[config.mk]
export PLATFORM = sky130hd
export DESIGN_NAME = wb_rr_arbiter_flat
export DESIGN_NICKNAME = d
export VERILOG_FILES = /design/src/rtl/wb_rr_arbiter_if.sv /design/src/rtl/wb_rr_arbiter.sv /design/src/flat_wrapper.sv
export SDC_FILE = /design/constraint.sdc
export NUM_CORES = 1
export LEC_CHECK = 0
export BUFFER_PORTS_ARGS = -buffer_cell sky130_fd_sc_hd__buf_4
export CORE_MARGIN = 2
export CORE_UTILIZATION = 30
export CTS_CLUSTER_DIAMETER = 200
export CTS_CLUSTER_SIZE = 40
export DETAILED_ROUTE_END_ITERATION = 7
export PLACE_DENSITY = 0.78
export SLEW_MARGIN = 40
export SYNTH_ARGS = -nofsm -noshare
export SYNTH_HDL_FRONTEND = slang
export SYNTH_SLANG_ARGS = --single-unit
[constraint.sdc]
create_clock -name clk_i -period 2.64 [get_ports clk_i]
set_clock_uncertainty 0.05 [all_clocks]
set_input_delay 0.528 -clock clk_i [delete_from_list [all_inputs] [get_ports clk_i]]
set_output_delay 0.528 -clock clk_i [all_outputs]
set_load 0.05 [all_outputs]
[src/rtl/wb_rr_arbiter_if.sv]
// Bus bundle between two Wishbone masters, the arbiter and one slave.
// Master-side signals are indexed by master number.
interface wb_rr_arbiter_if #(
  parameter int AW = 23,
  parameter int DW = 8
);
  logic [1:0]    m_cyc;
  logic [1:0]    m_stb;
  logic [1:0]    m_we;
  logic [AW-1:0] m_adr  [2];
  logic [DW-1:0] m_wdat [2];
  logic [2:0]    m_cti  [2];
  logic [1:0]    m_bte  [2];
  logic [1:0]    m_ack;
  logic [1:0]    m_err;
  logic [1:0]    m_rty;
  logic [DW-1:0] m_rdat [2];

  logic          s_cyc;
  logic          s_stb;
  logic          s_we;
  logic [AW-1:0] s_adr;
  logic [DW-1:0] s_wdat;
  logic [2:0]    s_cti;
  logic [1:0]    s_bte;
  logic          s_ack;
  logic          s_err;
  logic          s_rty;
  logic [DW-1:0] s_rdat;

  modport arb (
    input  m_cyc, m_stb, m_we, m_adr,
    input  m_wdat, m_cti, m_bte,
    output m_ack, m_err, m_rty, m_rdat,
    output s_cyc, s_stb, s_we, s_adr,
    output s_wdat, s_cti, s_bte,
    input  s_ack, s_err, s_rty, s_rdat
  );

  modport master (
    output m_cyc, m_stb, m_we, m_adr,
    output m_wdat, m_cti, m_bte,
    input  m_ack, m_err, m_rty, m_rdat
  );

  modport slave (
    input  s_cyc, s_stb, s_we, s_adr,
    input  s_wdat, s_cti, s_bte,
    output s_ack, s_err, s_rty, s_rdat
  );
endinterface

[src/rtl/wb_rr_arbiter.sv]
// Two-master round-robin Wishbone arbiter, grant held for the whole
// CYC cycle, with a watchdog that aborts stalled slave strobes via ERR.
module wb_rr_arbiter #(
  parameter int ADDR_WIDTH     = 23,
  parameter int DATA_WIDTH     = 8,
  parameter int TIMEOUT_CYCLES = 255
) (
  input  logic            clk_i,
  input  logic            rst_ni,
  wb_rr_arbiter_if.arb    bus,
  output logic            owner_o
);

  typedef enum logic [1:0] {
    IDLE,
    BUSY,
    ABORT
  } state_t;

  localparam logic [7:0] WD_LAST =
    8'(TIMEOUT_CYCLES - 1);

  state_t state, state_nx;
  logic   owner, owner_nx;
  logic   last, last_nx;
  logic   err_pend, err_pend_nx;
  logic   [7:0] wd_cnt, wd_nx;
  logic   winner;

  logic   own_cyc, own_stb, stb_on;
  logic   term, expire;

  logic [ADDR_WIDTH-1:0] adr_mux;
  logic [DATA_WIDTH-1:0] wdat_mux;

  assign own_cyc  = bus.m_cyc[owner];
  assign own_stb  = bus.m_stb[owner];
  assign stb_on   = own_cyc & own_stb;
  assign adr_mux  = bus.m_adr[owner];
  assign wdat_mux = bus.m_wdat[owner];
  assign term     = bus.s_ack | bus.s_err
                  | bus.s_rty;

  // A termination in the expiry cycle wins.
  assign expire = (TIMEOUT_CYCLES != 0)
                && (wd_cnt == WD_LAST)
                && stb_on && !term;

  assign bus.m_rdat[0] = bus.s_rdat;
  assign bus.m_rdat[1] = bus.s_rdat;
  assign owner_o       = owner;

  always_ff @(posedge clk_i or negedge rst_ni) begin
    if (!rst_ni) begin
      state    <= IDLE;
      owner    <= 1'b0;
      last     <= 1'b1;
      wd_cnt   <= '0;
      err_pend <= 1'b0;
    end else begin
      state    <= state_nx;
      owner    <= owner_nx;
      last     <= last_nx;
      wd_cnt   <= wd_nx;
      err_pend <= err_pend_nx;
    end
  end

  always_comb begin
    state_nx    = state;
    owner_nx    = owner;
    last_nx     = last;
    wd_nx       = '0;
    err_pend_nx = 1'b0;
    winner      = 1'b0;
    bus.s_cyc   = 1'b0;
    bus.s_stb   = 1'b0;
    bus.s_we    = 1'b0;
    bus.s_adr   = '0;
    bus.s_wdat  = '0;
    bus.s_cti   = '0;
    bus.s_bte   = '0;
    bus.m_ack   = '0;
    bus.m_err   = '0;
    bus.m_rty   = '0;
    unique case (state)
      IDLE: begin
        if (|bus.m_cyc) begin
          winner   = (&bus.m_cyc) ? ~last
                                  : bus.m_cyc[1];
          owner_nx = winner;
          last_nx  = winner;
          state_nx = BUSY;
        end
      end
      BUSY: begin
        bus.s_cyc  = own_cyc;
        bus.s_stb  = stb_on;
        bus.s_we   = bus.m_we[owner];
        bus.s_adr  = adr_mux;
        bus.s_wdat = wdat_mux;
        bus.s_cti  = bus.m_cti[owner];
        bus.s_bte  = bus.m_bte[owner];
        bus.m_ack[owner] = bus.s_ack & own_cyc;
        bus.m_err[owner] = bus.s_err & own_cyc;
        bus.m_rty[owner] = bus.s_rty & own_cyc;
        if (!own_cyc) begin
          state_nx = IDLE;
        end else if (expire) begin
          state_nx    = ABORT;
          err_pend_nx = 1'b1;
        end else if (stb_on && !term) begin
          wd_nx = wd_cnt + 8'd1;
        end
      end
      ABORT: begin
        bus.m_err[owner] = err_pend;
        if (!own_cyc) state_nx = IDLE;
      end
      default: state_nx = IDLE;
    endcase
  end

endmodule

[src/flat_wrapper.sv]
// flat-port wrapper written by rule: the top's interface ports become plain ports
module wb_rr_arbiter_flat 
#(
  parameter int ADDR_WIDTH     = 23,
  parameter int DATA_WIDTH     = 8,
  parameter int TIMEOUT_CYCLES = 255
)
  (clk_i, rst_ni, owner_o, bus_m_cyc, bus_m_stb, bus_m_we, bus_m_adr, bus_m_wdat, bus_m_cti, bus_m_bte, bus_m_ack, bus_m_err, bus_m_rty, bus_m_rdat, bus_s_cyc, bus_s_stb, bus_s_we, bus_s_adr, bus_s_wdat, bus_s_cti, bus_s_bte, bus_s_ack, bus_s_err, bus_s_rty, bus_s_rdat);
  wb_rr_arbiter_if #(.AW((23)), .DW((8))) bus_i ();
  input  logic clk_i;
  input  logic rst_ni;
  output logic owner_o;
  input wire logic [$bits(bus_i.m_cyc)-1:0] bus_m_cyc;
  input wire logic [$bits(bus_i.m_stb)-1:0] bus_m_stb;
  input wire logic [$bits(bus_i.m_we)-1:0] bus_m_we;
  input wire logic [$bits(bus_i.m_adr)-1:0] bus_m_adr;
  input wire logic [$bits(bus_i.m_wdat)-1:0] bus_m_wdat;
  input wire logic [$bits(bus_i.m_cti)-1:0] bus_m_cti;
  input wire logic [$bits(bus_i.m_bte)-1:0] bus_m_bte;
  output wire logic [$bits(bus_i.m_ack)-1:0] bus_m_ack;
  output wire logic [$bits(bus_i.m_err)-1:0] bus_m_err;
  output wire logic [$bits(bus_i.m_rty)-1:0] bus_m_rty;
  output wire logic [$bits(bus_i.m_rdat)-1:0] bus_m_rdat;
  output wire logic [$bits(bus_i.s_cyc)-1:0] bus_s_cyc;
  output wire logic [$bits(bus_i.s_stb)-1:0] bus_s_stb;
  output wire logic [$bits(bus_i.s_we)-1:0] bus_s_we;
  output wire logic [$bits(bus_i.s_adr)-1:0] bus_s_adr;
  output wire logic [$bits(bus_i.s_wdat)-1:0] bus_s_wdat;
  output wire logic [$bits(bus_i.s_cti)-1:0] bus_s_cti;
  output wire logic [$bits(bus_i.s_bte)-1:0] bus_s_bte;
  input wire logic [$bits(bus_i.s_ack)-1:0] bus_s_ack;
  input wire logic [$bits(bus_i.s_err)-1:0] bus_s_err;
  input wire logic [$bits(bus_i.s_rty)-1:0] bus_s_rty;
  input wire logic [$bits(bus_i.s_rdat)-1:0] bus_s_rdat;
  assign bus_i.m_cyc = bus_m_cyc;
  assign bus_i.m_stb = bus_m_stb;
  assign bus_i.m_we = bus_m_we;
  assign bus_i.m_adr = {>>{bus_m_adr}};
  assign bus_i.m_wdat = {>>{bus_m_wdat}};
  assign bus_i.m_cti = {>>{bus_m_cti}};
  assign bus_i.m_bte = {>>{bus_m_bte}};
  assign bus_m_ack = bus_i.m_ack;
  assign bus_m_err = bus_i.m_err;
  assign bus_m_rty = bus_i.m_rty;
  assign bus_m_rdat = {>>{bus_i.m_rdat}};
  assign bus_s_cyc = bus_i.s_cyc;
  assign bus_s_stb = bus_i.s_stb;
  assign bus_s_we = bus_i.s_we;
  assign bus_s_adr = bus_i.s_adr;
  assign bus_s_wdat = bus_i.s_wdat;
  assign bus_s_cti = bus_i.s_cti;
  assign bus_s_bte = bus_i.s_bte;
  assign bus_i.s_ack = bus_s_ack;
  assign bus_i.s_err = bus_s_err;
  assign bus_i.s_rty = bus_s_rty;
  assign bus_i.s_rdat = bus_s_rdat;
  wb_rr_arbiter #(.ADDR_WIDTH(ADDR_WIDTH), .DATA_WIDTH(DATA_WIDTH), .TIMEOUT_CYCLES(TIMEOUT_CYCLES)) u_core (.clk_i(clk_i), .rst_ni(rst_ni), .bus(bus_i), .owner_o(owner_o));
endmodule
# == After elaboration in Yosys (flattened, before gate mapping) ==
# Index checks and enable logic that the tools add are counted.
# word_totals
inputBits,91
register_bits,13
# classes
bitwise,12
n_eq_ne,6
addsub,1
reduce_logical,10
muxes,43
n_lt_le_gt_ge,3
# op_table
cell,count
two-way mux 23 bit,4
two-way mux 8 bit,8
two-way mux 2 bit,10
two-way mux 1 bit,14
two-way mux 3 bit,4
"adder 8 x 1 -> 8 bit, second input constant",1
bitwise AND 2 bit,4
"== test 8 bit, second input constant",1
case mux 2 bit (3 select lines),1
bitwise AND 1 bit,4
logical AND 1 bit,4
case mux 2 bit (2 select lines),1
AND reduction 2 bit,2
"inequality test 3 bit, second input constant",1
AND reduction 3 bit,1
"== test 2 x 1 -> 1 bit, second input constant",1
"== test 2 bit, second input constant",1
">= comparator 2 bit, second input constant",1
zero test 2 bit,1
"< comparator 1 x 2 -> 1 bit, second input constant",1
"inequality test 2 x 1 -> 1 bit, second input constant",1
"inequality test 2 bit, second input constant",1
NOT 1 -> 2 bit,1
bitwise OR 1 bit,2
5 further kinds,5

# == Depth between registers and ports, before layout ==
# Gate-level depths: netlist of run 1.
# depth
word_depth,8
depth_mapped,6
mapped_depth_nobuf,6

# == Least setup slack after synthesis of run 1 ==
# Ideal clock, no wire load.
# synth_path
path_kind,register -> output
start,"register u_core.owner, in the netlist u_core.owner_o"
end,output bus_m_ack[0]
t_arrival_ns,2.343
required_ns,2.062
setup_slack_ns,-0.281
path_stages_with_launch,5
cell_sequence,dfrtp_1 buf_6 mux2_4 nand2_1 nor3b_1
# synth_via
elab_chain_len,6
word_cells_on_any_way,10
classes_between,2 x order compare; 5 x mux; 2 x bitwise; 1 x reduce/logical
# synth_rtl
element,line_no,source
from (decl),wb_rr_arbiter.sv:24,"logic owner, owner_nx;"
from (signal assigned),wb_rr_arbiter.sv:62,owner <= owner_nx;
< comparator 1 x 2 -> 1 bit (not written as such) or >= comparator 1 bit (tied branches),wb_rr_arbiter.sv:104,bus.m_ack[owner] = bus.s_ack & own_cyc;
logical AND 1 bit (not written as such),wb_rr_arbiter.sv:104,
two-way mux 1 bit (not written as such),wb_rr_arbiter.sv:104,
demux 1 bit (select 1 bit),n/a,
bitwise AND 2 bit (no source line) *,n/a,
two-way mux 2 bit *,wb_rr_arbiter.sv:86,unique case (state)
to (decl),flat_wrapper.sv:20,output wire logic [$bits(bus_i.m_ack)-1:0] bus_m_ack;
# Every way passes the cells marked *; elsewhere a longest branch is shown, timed or not. The select of a mux whose other input is x is not followed.

# == Worst setup path in the final report of run 1 ==
# layout_path
start,"register u_core.owner, in the netlist u_core.owner_o"
end,output bus_s_stb
# layout_via
elab_chain_len,4
word_cells_on_any_way,6
classes_between,5 x mux; 1 x bitwise
# layout_rtl
element,line_no,source
"two-way mux 1 bit, on equally long branches (2 in series)","wb_rr_arbiter.sv:36, wb_rr_arbiter.sv:37",
bitwise AND 1 bit *,wb_rr_arbiter.sv:38,assign stb_on = own_cyc & own_stb;
two-way mux 1 bit *,wb_rr_arbiter.sv:86,
to (decl),flat_wrapper.sv:25,output wire logic [$bits(bus_i.s_stb)-1:0] bus_s_stb;
# Marked as above.

==> results of run 1 <==
==> final timing paths <==
kind | to | slack, ns | cells after the start | start
max | bus_s_stb | 0.20 | 4 | u_core.owner_o$_DFFE_PN0P_
max reg2reg | u_core.state[0]$_DFFE_PN0P_ | 0.43 | 5 | u_core.owner_o$_DFFE_PN0P_
min | u_core.wd_cnt[6]$_DFF_PN0_ | 0.07 | 1 | rst_ni
min in group clk_i | u_core.last$_DFFE_PN1P_ | 0.42 | 2 | bus_m_cyc[0]
max in group asynchronous | u_core.last$_DFFE_PN1P_ | 2.24 | 1 | rst_ni
min reg2reg | u_core.last$_DFFE_PN1P_ | 0.47 | 2 | u_core.last$_DFFE_PN1P_
==> state kept, by name, indices dropped and copies added, names as in the netlist <==
register / count
u_core.err_pend: 1
u_core.last: 1
u_core.owner_o: 1
u_core.state: 2
u_core.wd_cnt: 8
==> layer usage <==
layer / wire [um] / GRT usage (%)
met3: 478 / 3.481
met4: 61 / 4.762
met2: 2512 / 27.00
met1: 1901 / 18.59
met5: 0 / 0
==> where the power goes <==
part / total (mW) / switching (mW) / internal [mW]
registers: 0.251 / 0.0193 / 0.231
clock network: 0.175 / 0.0689 / 0.107
logic: 2.32 / 1.53 / 0.794
total: 2.75 / 1.62 / 1.13
==> worst max-delay path: cells and delay by family, from the launching register on <==
kind | cells | cell delay, ns
buf+inv | 2 | 0.76
simple gates | 1 | 0.09
flops | 1 | 0.37
mux | 1 | 0.35
==> layout by cell type (no fill, tap or decap), types with 2 or more instances in the layout <==
cell	n
nor3b_2	2
and3_1	3
nor2b_1	39
and3_2	2
nor2_1	11
dfrtp_1	11
ha_1	5
clkbuf_8	3
a21oi_1	3
nand3_1	3
inv_1	4
xor2_1	5
buf_4	130
nand2_1	6
mux2i_1	38
==> kinds of logic after synthesis <==
group                    count (synthesis)  share of synthesized area, %
adder cells (fa/ha/maj)                  5                         4.132
flip-flops                              13                         21.57
AND/OR/NAND/NOR                         72                         27.44
buffers and inverters                   29                         11.90
multiplexers                            40                         26.86
XOR/XNOR                                 6                         3.471
AO/OA/AOI/OAI                            8                         4.628
==> through the flow <==
step	power [mW]	hold slack (ns)	std cells	utilization (%)
after global placement	2.576	0.3298	345	50.61
after detailed placement	2.595	0.3304	345	50.61
after global routing	2.888	0.07163	349	51.56
after floorplan	2.017	0.1824	173	-
after CTS	2.781	0.06716	349	51.56
final	2.751	0.06735	349	51.56
==> final cells by class <==
class	count	area (um2)	share of cell area, %
Multi-Input combinational cell	131	1020	41.33
Timing Repair Buffer	130	975.9	39.55
Sequential cell	13	327.8	13.29
Tap cell	67	83.83	3.398
Clock buffer	4	45.04	1.826
Inverter	4	15.01	0.6085
==> impl_metrics.yaml, run 1 <==
setup_path:
  cpMostUsedCell: "buf_4"
  critPathMaxFanout: 46
  path_cells: "buf_4 -> mux2i_1 -> nor2_1 -> buf_4"
  cp-start-kind: "flop"
  crit_arrival_ns: 1.86
  worstPathRequired_ns: 2.06
  max_stage_delay_ns: 0.56
  critPathCaptureType: "output pin"
  path_class: "reg2out"
  cp_slowest_cell: "buf_4"
final_layout:
  final_nets: 379
  syn2layout_area_growth_pct: 62.98
  fillCellCount: 466
  n_antenna_cell: 0
  fin_area_um2: 2467
  drive_gt1_share_pct: 50.71
power_and_ir_drop:
  ir_worst_vdd_mv: 0.3977
  powerDensity_nw_per_um2: 1115
  power_leakage_nw: 1.316
floorplanning:
  coreArea_um2: 4786
  die_x_um: 75.04
  rows: 25
  io_pins: 153
  floorplan.initialDensity_pct: 31.63
  fp.dieH_um: 75.04
  die-area_um2: 5631
cts:
  clk_latency_ns: 0.24
  post_cts_buffers: 0
  cts-htree-levels: 1
  cts_hold_buf: 0
  cts.sinks: 13
  path_clk_slew_ns: 0.05
  cts_resized: 0
  cts_tree: "done"
  max-clock-path-buffers: 2
  root_buffer: "clkbuf_8"
  numCtsBuffers: 3
detailed_routing:
  ant_nets: 0
  vias: 1566
  via_per_inst: 4.487
  first_iter_violations: 25
  first_pass_iters: 4
  routedWlPerCell_um: 14.19
  drc: 0
  routed_wl_um: 4953
logic_synthesis:
  synth-edff-count: 0
  synth.distinct_cells: 31
  synth_top_area_share_pct: 25.12
  synthFlopType: "dfrtp_1"
  synth_area_leader_cell: "mux2i_1"
  ys_seq_area_share_pct: 21.57
  syn-num-nets: 269
  yosys_warnings: 0
  yosysMostFrequentCell: "nor2b_1"
  synthArstFlopShare_pct: 100.0
  syn_area_um2: 1514
  netlist_top_cells_count: "39 x nor2b_1, 38 x mux2i_1, 16 x buf_4, 12 x dfrtp_1, 11 x nor2_1"
  yosys-top-cells-area: "mux2i_1 25%, dfrtp_1 20%, nor2b_1 16%"
  synth_cells: 173
  ys_seq_elements: 13
  synth.avg_cell_area_um2: 8.751
sta:
  relSlewSlack_pct: 52.07
  rsz0062_at_grt: "no"
  hold_viol: 0
  fin_crit_ns: 2.440
  drv_slew: 0
  fin_crit_sh_pct: 92.43
  fin_tns_setup_ns: 0
  finalSetupViolCount: 0
  tightest_slew_ns: 0.7189
  timing.final.ws_setup_ns: 0.1998
  fmax_ghz: 0.4098
placement:
  port_buffers: 128
  dpl.hpwl_um: 4039
  gp_congestion: 0.7947
  place_ws_ns: 0.2959
  dpl_cell_area_um2: 2422
flow_run:
  drv_cap: 0
global_routing:
  grt_overflow_total: 0
  grt_max_degree: 47
  grt_pass1_wl_um: 6720
  antenna_found_initial: 0
  gr-usage-all-layers_pct: 15.37
  grt_pass1_vias: 1419
status:
  outcome: "finished, final reports clean"
min_path:
  hold_path_class: "in2async"
Note: power is estimated with default switching activity, not from simulation.
==> run 2: changes to the inputs <==
Clock period 2.64 ns to 2.5 ns, I/O delays scaled along.
==> impl_metrics.yaml, run 2 (synthesis results as in run 1) <==
power_and_ir_drop:
  p_seq_share_pct: 9.1
  pwr-share-comb_pct: 84.5
  power_leakage_nw: 1.325
  switching_share_pct: 58.24
  ir_worst_vdd_mv: 0.5184
  intPower_mw: 1.222
  power_switching_mw: 1.704
  pwr-share-clk_pct: 6.3
  powerDensity_nw_per_um2: 1176
sta:
  fin_crit_sh_pct: 86.31
  rsz0062_at_grt: "no"
  relSlewSlack_pct: 80.38
  finalSetupViolCount: 0
  fin_tns_setup_ns: 0
  drv_slew: 0
  hold_viol: 0
  tightest_slew_ns: 0.2943
  fmax_ghz: 0.4635
  fin_crit_ns: 2.158
final_layout:
  mostFrequentLayoutCells: "130 x buf_4, 39 x nor2b_1, 38 x mux2i_1"
  drive_gt1_share_pct: 50.88
  final_common_cell: "buf_4"
  regMostFlops: "u_core.wd_cnt"
  syn2layout_area_growth_pct: 64.30
  n_antenna_cell: 0
  final_nets: 380
  top_regs: "u_core.wd_cnt (8), u_core.state (2)"
  largest_reg_flops: 8
  fin_area_um2: 2487
placement:
  port_buffers: 128
  dpl.hpwl_um: 3996
  gp_congestion: 0.7702
  dpl_cell_area_um2: 2442
floorplanning:
  die-area_um2: 5631
  rows: 25
  die_x_um: 75.04
  fp.dieH_um: 75.04
  io_pins: 153
  coreArea_um2: 4786
  floorplan.initialDensity_pct: 31.63
setup_path:
  crit_arrival_ns: 1.61
  critPathCaptureType: "output pin"
  cp-start-kind: "flop"
  path_buf_inv: 2
  cp_slowest_cell: "dfrtp_2"
  worstPathRequired_ns: 1.95
  path_cells: "mux2_4 -> nand2_1 -> inv_1 -> and3_2 -> buf_4"
  critPathMaxFanout: 5
  cpLargestDelayFamily: "flip-flops"
  max_stage_delay_ns: 0.42
  path_class: "reg2out"
detailed_routing:
  routedWlPerCell_um: 13.90
  first_pass_iters: 3
  routed_wl_um: 4866
  via_per_inst: 4.417
  vias: 1546
  first_iter_violations: 50
  ant_nets: 0
  drc: 0
cts:
  cts_tree: "done"
  post_cts_buffers: 0
  root_buffer: "clkbuf_8"
  cts.sinks: 13
  cts_resized: 0
  cts_hold_buf: 0
  path_clk_slew_ns: 0.05
  numCtsBuffers: 3
  clk_latency_ns: 0.24
  cts-htree-levels: 1
  max-clock-path-buffers: 2
flow_run:
  drv_cap: 0
global_routing:
  grt_overflow_total: 0
  grt_max_degree: 47
  antenna_found_initial: 0
  gr-usage-all-layers_pct: 14.75
  grt_pass1_wl_um: 6548
  grt_pass1_vias: 1352
min_path:
  hold_path_class: "in2async"
status:
  outcome: "finished, final reports clean"
## run 2: cell types whose count changed in the layout (fill, tap and decap cells not counted)
cell	change
buf_12	+1
## run 2: area by class of cell
type	instances	area, um2
clock buffers	4	45.04
fillers	466	2298
inverters	4	15.01
multi-input cells	131	1020
flip-flops and latches	13	327.8
well taps	67	83.83
repair buffers	131	996.0
## run 2: worst register-to-register path, stage by stage, from the launching register on
cell     delay, ns
dfrtp_2       0.39
buf_12        0.28
mux2i_1       0.33
and4b_1       0.26
o21ai_2       0.12
mux2_1        0.32
## run 2: power by group through the flow
stage / sequential (mW) / combinational [mW] / clock (mW)
final: 0.267 / 2.47 / 0.185
after global routing: 0.272 / 2.59 / 0.201
after floorplan: 0.293 / 1.84 / 0
after global placement: 0.270 / 2.48 / 0
after CTS: 0.268 / 2.49 / 0.187
after detailed placement: 0.271 / 2.49 / 0
## run 2: worst paths after layout
path	from	to	slack, ns	depth (start not counted)
setup / recovery	u_core.owner_o$_DFFE_PN0P_	bus_m_ack[1]	0.34	5
hold / removal	rst_ni	u_core.wd_cnt[0]$_DFF_PN0_	0.04	1
setup reg to reg	u_core.owner_o$_DFFE_PN0P_	u_core.state[0]$_DFFE_PN0P_	0.63	5
hold reg to reg	u_core.state[0]$_DFFE_PN0P_	u_core.state[0]$_DFFE_PN0P_	0.47	1
max in group asynchronous	rst_ni	u_core.last$_DFFE_PN1P_	2.13	1
min in group clk_i	bus_m_cyc[0]	u_core.last$_DFFE_PN1P_	0.40	2
## run 2: layer usage
metal | routed length, um | global-route usage [%] | vias up
met3 | 400 | 2.811 | 2
met4 | 19 | 2.579 | 0
li1 | - | - | 788
met5 | 0 | 0 | -
met2 | 2507 | 25.44 | 67
met1 | 1938 | 19.37 | 689
## run 2: metrics by stage
step	setup slack [ns]	util, %	std cells	power (mW)	hold slack (ns)
after floorplan	0.04600	-	173	2.132	0.1544
after global placement	0.4284	51.03	346	2.750	0.3014
after detailed placement	0.4101	51.03	346	2.761	0.3014
after CTS	0.3330	51.97	350	2.948	0.04518
after global routing	0.2482	51.97	350	3.066	0.04179
final	0.3423	51.97	350	2.926	0.03949
